===== config.mk =====
export PLATFORM = sky130hd
export DESIGN_NAME = gemm_vec_sequencer
export DESIGN_NICKNAME = d
export VERILOG_FILES = /design/src/rtl/gemm_vec_sequencer.sv
export SDC_FILE = /design/constraint.sdc
export NUM_CORES = 1
export LEC_CHECK = 0
export CORE_MARGIN = 1.5
export CORE_UTILIZATION = 48
export DETAILED_ROUTE_END_ITERATION = 7
export GPL_TIMING_DRIVEN = 0
export HOLD_SLACK_MARGIN = 0.08
export PLACE_DENSITY = 0.85
export SLEW_MARGIN = 25
export SYNTH_ARGS = -nofsm -noshare
export SYNTH_HDL_FRONTEND = slang
export SYNTH_SLANG_ARGS = --single-unit

===== constraint.sdc =====
create_clock -name clk_in -period 2.2 [get_ports clk_in]
set_clock_uncertainty 0.2 [all_clocks]
set_input_delay 0.44 -clock clk_in [delete_from_list [all_inputs] [get_ports clk_in]]
set_output_delay 0.44 -clock clk_in [all_outputs]
set_load 0.05 [all_outputs]

===== src/rtl/gemm_vec_sequencer.sv =====
// Input/output vector buffer and launch sequencer for one vwb_gemm layer engine.
// Loads an input vector, serves weight-aligned chunks while the engine runs, then holds the result row vector.
module gemm_vec_sequencer #(
    parameter int InVecLength  = 16,
    parameter int OutVecLength = 8,
    parameter int WorkingRegs  = 4,
    parameter int NBits        = 12
) (
    input  logic                          clk_in,
    input  logic                          rst_in,
    input  logic                          vec_in_valid,
    input  logic [NBits-1:0]              vec_in_data,
    output logic                          vec_in_ready,
    output logic                          gemm_in_data_ready,
    output logic [WorkingRegs*NBits-1:0]  gemm_in_data,
    input  logic                          req_chunk_in,
    input  logic                          req_chunk_ptr_rst,
    input  logic                          req_chunk_out,
    input  logic [NBits-1:0]              gemm_write_out_data,
    output logic                          out_valid,
    output logic [OutVecLength*NBits-1:0] out_data,
    input  logic                          out_ack,
    output logic                          busy,
    output logic                          seq_err
);

    localparam int Chunks = InVecLength / WorkingRegs;
    localparam int LoadW  = (InVecLength > 1) ? $clog2(InVecLength) : 1;
    localparam int ChunkW = (Chunks > 1) ? $clog2(Chunks) : 1;
    localparam int OutW   = (OutVecLength > 1) ? $clog2(OutVecLength) : 1;

    localparam logic [LoadW-1:0]  LastLoad  = LoadW'(InVecLength - 1);
    localparam logic [ChunkW-1:0] LastChunk = ChunkW'(Chunks - 1);
    localparam logic [OutW-1:0]   LastOut   = OutW'(OutVecLength - 1);

    typedef enum logic [1:0] {
        LOAD = 2'd0,
        RUN  = 2'd1,
        HOLD = 2'd2
    } state_e;

    state_e              state_q;
    logic [LoadW-1:0]    load_idx_q;
    logic [ChunkW-1:0]   chunk_ptr_q;
    logic [OutW-1:0]     out_idx_q;
    logic                launch_q;
    logic                out_valid_q;
    logic                seq_err_q;

    logic [NBits-1:0]    in_buf_q  [InVecLength];
    logic [NBits-1:0]    out_buf_q [OutVecLength];

    logic                in_we;
    logic                out_we;
    logic                engine_req;
    logic [LoadW-1:0]    chunk_base;

    assign in_we      = (state_q == LOAD) && vec_in_valid;
    assign out_we     = (state_q == RUN) && req_chunk_out;
    assign engine_req = req_chunk_out || req_chunk_in || req_chunk_ptr_rst;
    assign chunk_base = LoadW'(int'(chunk_ptr_q) * WorkingRegs);

    // NOTE: the vector buffers carry no reset; their contents are meaningless until loaded,
    // and leaving them out of the reset net lets them map onto plain storage.
    always_ff @(posedge clk_in) begin
        if (in_we) begin
            in_buf_q[load_idx_q] <= vec_in_data;
        end
        if (out_we) begin
            out_buf_q[out_idx_q] <= gemm_write_out_data;
        end
    end

    // NOTE: all state below is updated with non-blocking assignments so every branch
    // sees the pre-edge values of the other registers.
    always_ff @(posedge clk_in or negedge rst_in) begin
        if (!rst_in) begin
            state_q     <= LOAD;
            load_idx_q  <= '0;
            chunk_ptr_q <= '0;
            out_idx_q   <= '0;
            launch_q    <= 1'b0;
            out_valid_q <= 1'b0;
            seq_err_q   <= 1'b0;
        end else begin
            launch_q <= 1'b0;
            if (state_q != RUN && engine_req) begin
                seq_err_q <= 1'b1;
            end
            case (state_q)
                LOAD: begin
                    if (vec_in_valid) begin
                        if (load_idx_q == LastLoad) begin
                            load_idx_q  <= '0;
                            chunk_ptr_q <= '0;
                            out_idx_q   <= '0;
                            launch_q    <= 1'b1;
                            state_q     <= RUN;
                        end else begin
                            load_idx_q <= load_idx_q + 1'b1;
                        end
                    end
                end
                RUN: begin
                    // Rewind wins over advance when the engine asserts both.
                    if (req_chunk_ptr_rst) begin
                        chunk_ptr_q <= '0;
                    end else if (req_chunk_in) begin
                        chunk_ptr_q <= (chunk_ptr_q == LastChunk) ? '0 : chunk_ptr_q + 1'b1;
                    end
                    if (req_chunk_out) begin
                        if (out_idx_q == LastOut) begin
                            out_valid_q <= 1'b1;
                            state_q     <= HOLD;
                        end else begin
                            out_idx_q <= out_idx_q + 1'b1;
                        end
                    end
                end
                HOLD: begin
                    if (out_ack) begin
                        out_valid_q <= 1'b0;
                        out_idx_q   <= '0;
                        state_q     <= LOAD;
                    end
                end
                default: begin
                    state_q <= LOAD;
                end
            endcase
        end
    end

    // NOTE: every combinational output gets a default before the loop so no latch is inferred.
    always_comb begin
        gemm_in_data = '0;
        for (int i = 0; i < WorkingRegs; i++) begin
            gemm_in_data[i*NBits +: NBits] = in_buf_q[chunk_base + LoadW'(i)];
        end
    end

    always_comb begin
        out_data = '0;
        for (int r = 0; r < OutVecLength; r++) begin
            out_data[r*NBits +: NBits] = out_buf_q[r];
        end
    end

    assign vec_in_ready       = (state_q == LOAD);
    assign busy               = (state_q != LOAD);
    assign gemm_in_data_ready = launch_q;
    assign out_valid          = out_valid_q;
    assign seq_err            = seq_err_q;

endmodule


==> out/summary.txt <==
Outcome = complete, but fails checks
Violations in the final reports = negative setup slack
Post-synth top flop = edfxtp_1
Maximum number of pins on one net before global-route repair = 17
Length of the first detailed-routing pass in iterations = 5
Power Internal = 12.1 mW
Number of pins with negative max-slew slack in the final report = 0
Total negative slack for setup checks = -19940 ps
Critical path class = flop to output port
EDFF count, synth = 288
Routed len/inst = 25.0 microns
Final worst-path cycle share = 121%
Maximum vdd ir drop = 0.779 mV
Starting density of the core = 49.2%
First-pass GRT wire length = 36400 microns
Post-synthesis share of cell area spent on xor and xnor gates = 0.163%
Cells after DPL = 915
# port buffers = 178
Area fraction in and, or, nand and nor cells after synthesis = 2.80%
FF-to-FF path depth = 4
Path category of the worst min-delay check = input pin to async pin
Critical path endpoint category = output port
Number of top-level design ports = 180
Number of global-route vias before repair = 5845
WP data required = 1560 ps
Fin Hold WS = 119 ps
Post-route insts no fill = 988
Compound-cell area share of the yosys netlist = 0.826%
Number of hold violations in the final report = 0
Critical Path Start Type = flop
Total congestion overflow = 0
Chip Height = 153 microns
Latest clock arrival within the worst-skew pair = 550 ps
Critical-path maximum fanout = 9
HPWL after detailed placement = 15100 microns
Tot GR Track Use = 20.9%
Worst slack after detailed placement = -960 ps
Clock tree root driver cell = clkbuf_16
Post-layout worst setup margin = -452 ps
Flops & latches, synth = 302
Max_slew headroom = 46.6%
Switching power share of the total = 34.9%
Area of the core = 0.0219 sq mm
Overall via count from detail_route = 5446
Sequential area share after synthesis = 83.6%
Net count after synthesis = 491
Routability-driven placement congestion ratio = 0.750
DR iter-0 viols = 373
Reg2reg setup slack = 70 ps
Total wire length = 24700 microns
Ratio of cells with drive above 1 in the final layout = 30.1%
Number of instances in the synthesized netlist = 453
Row count = 54
Cell taking the most area after synthesis = edfxtp_1
Main combinational cell family by area after synthesis = multiplexers
Power share of the sequential group = 37.6%
Die extent in x = 153 microns
Post-synth top cells = edfxtp_1 (288), mux4_2 (48), nor2_1 (18), dfrtp_1 (14), nand2_1 (12)
Count of synthesis-stage warnings from yosys = 0
Die Outline Area = 0.0233 sq mm
Number of routed nets with antenna violations = 0
Sink count of the clock tree = 302
Unique cell type count in the Yosys netlist = 35
Net switching power of the design = 6.50 mW
Leakage power total = 4.91 nW
Slew of the pin with the lowest slew margin = 799 ps
Initial antenna violation count = 0
Clock network power share = 26.0%
Ys async rst share = 4.64%
RSZ-0062 raised after global routing = yes
Reg-to-reg startpoint = load_idx_q[0]$_DFFE_PN0P_
Fraction of the mapped netlist area in adder cells = 0.814%
Per-instance average area after synthesis = 23.8 sq um
Max-cap violations = 0
Final setup violating endpoints = 48
Pwr per Cell Area = 1300 mW/mm^2
Crit path time final = 2650 ps
Area fraction of the dominant cell type after synthesis = 80.4%
CTS tree = built
Top post-synthesis cells by area = edfxtp_1 (80%), mux4_2 (10%), dfrtp_1 (3.3%)
Arr. time, crit path = 2010 ps
Total DRC errors in the routed layout = 0
Maximum level of the CTS H-tree = 1
Area growth from synthesis to final layout = 33.4%
Multiplexer share of the synthesized area = 10.3%
Synth Cell Area = 0.0108 sq mm
CTS buffer count = 29
Via density per instance = 5.51
Most common cell in the synthesized netlist = edfxtp_1
Number of diodes = 0
Critical R2R Capture = in_buf_q[3][7]$_DFFE_PP_
Clock-pin slew on the worst setup and hold paths = 70 ps
Max clock buf depth = 3
F_max = 377 MHz
Part of the total power dissipated in combinational logic = 36.3%
Total number of nets in the final design = 723
## per-layer routing
layer	part of all wire (%)	vias to the layer above	routed length, microns	global-route usage [%]
met5	0	-	0	0
met4	2.1	0	522	5.68
met3	9.6	36	2360	6.63
met2	51	260	12700	35.9
met1	37	2823	9120	25.7
li1	-	2327	-	-
## logic make-up (layout without fill, tap and decap cells)
family / count (synthesis) / after routing
xor gates and xnor gates: 2 / 2
muxes: 51 / 51
buffers and inverters: 23 / 278
AOI/OAI and AO/OA: 13 / 13
and+or+nand+nor: 55 / 55
DFF: 302 / 302
adders and majority gates: 7 / 7
## power by group through the flow
stage	sequential, mW	clock, mW	combinational, mW
2_1_floorplan	7.26	0	3.91
3_3_place_gp	7.04	0	5.84
3_5_place_dp	7.10	0	6.03
5_1_grt	7.04	5.11	7.01
4_1_cts	6.99	4.91	6.56
6_report	7.01	4.84	6.77
## through the flow
step / total power, mW / instance area, sq um / utilization [%]
after floorplan: 11.2 / 10800 / -
final: 18.6 / 14400 / 65.6
after detailed placement: 13.1 / 13000 / 59.4
after global placement: 12.9 / 12900 / 59.0
after CTS: 18.5 / 14200 / 64.7
after global routing: 19.2 / 14400 / 65.6
## sequential cells by signal, indices dropped and copies added (netlist names)
register	cells
load_idx_q	4
out_buf_q	96
out_idx_q	3
gemm_in_data_ready	1
state_q	2
out_valid	1
seq_err	1
chunk_ptr_q	2
in_buf_q	192
## cell usage in the layout, fill, tap and decap left out, drive strengths merged, types with 3 or more instances in the layout
cell	n
edfxtp	288
dlygate4sd2	99
buf	82
mux4	48
clkbuf	43
clkdlybuf4s50	29
nor2	18
dfrtp	14
nand2	12
nor3	10
inv	9
clkinv	9
ha	7
clkinvlp	5
nand3	4
o21ai	4
nand2b	3
mux2i	3
## critical path, stage by stage, from the launching register on
cell	delay, ps
dfrtp_1	390
buf_12	170
buf_12	150
mux4_2	560
buf_8	180
## how the worst max path moves through the flow
stage	startpoint	end	slack, ps	depth (start not counted)
2_1_floorplan	state_q[0]$_DFFE_PN0P_	in_buf_q[0][0]$_DFFE_PP_	-240	4
3_3_place_gp	vec_in_valid	in_buf_q[0][5]$_DFFE_PP_	-1310	4
3_5_place_dp	vec_in_valid	in_buf_q[14][8]$_DFFE_PP_	-960	4
4_1_cts	chunk_ptr_q[0]$_DFFE_PN0P_	gemm_in_data[11]	-480	4
5_1_grt	chunk_ptr_q[0]$_DFFE_PN0P_	gemm_in_data[2]	-510	4
6_report	chunk_ptr_q[0]$_DFFE_PN0P_	gemm_in_data[2]	-450	4
## layout make-up
cell class | count | area, sq um
Tap cell | 280 | 350
Inverter | 8 | 33.8
Clock buffer | 37 | 766
Multi-Input combinational cell | 128 | 1830
Fill cell | 1418 | 7540
Sequential cell | 302 | 9000
Clock inverter | 17 | 168
Timing Repair Buffer | 201 | 2010
Buffer | 15 | 196
## timing repair
item / CTS / global route
gates cloned: 0 / 3
setup endpoints to repair: 405 / 180
buffers inserted: 8 / 8
pin swaps: 7 / 6
gates resized for setup: 494 / 15
hold buffers: 0 / 0
No activity file was read; power rests on OpenSTA's default activity.
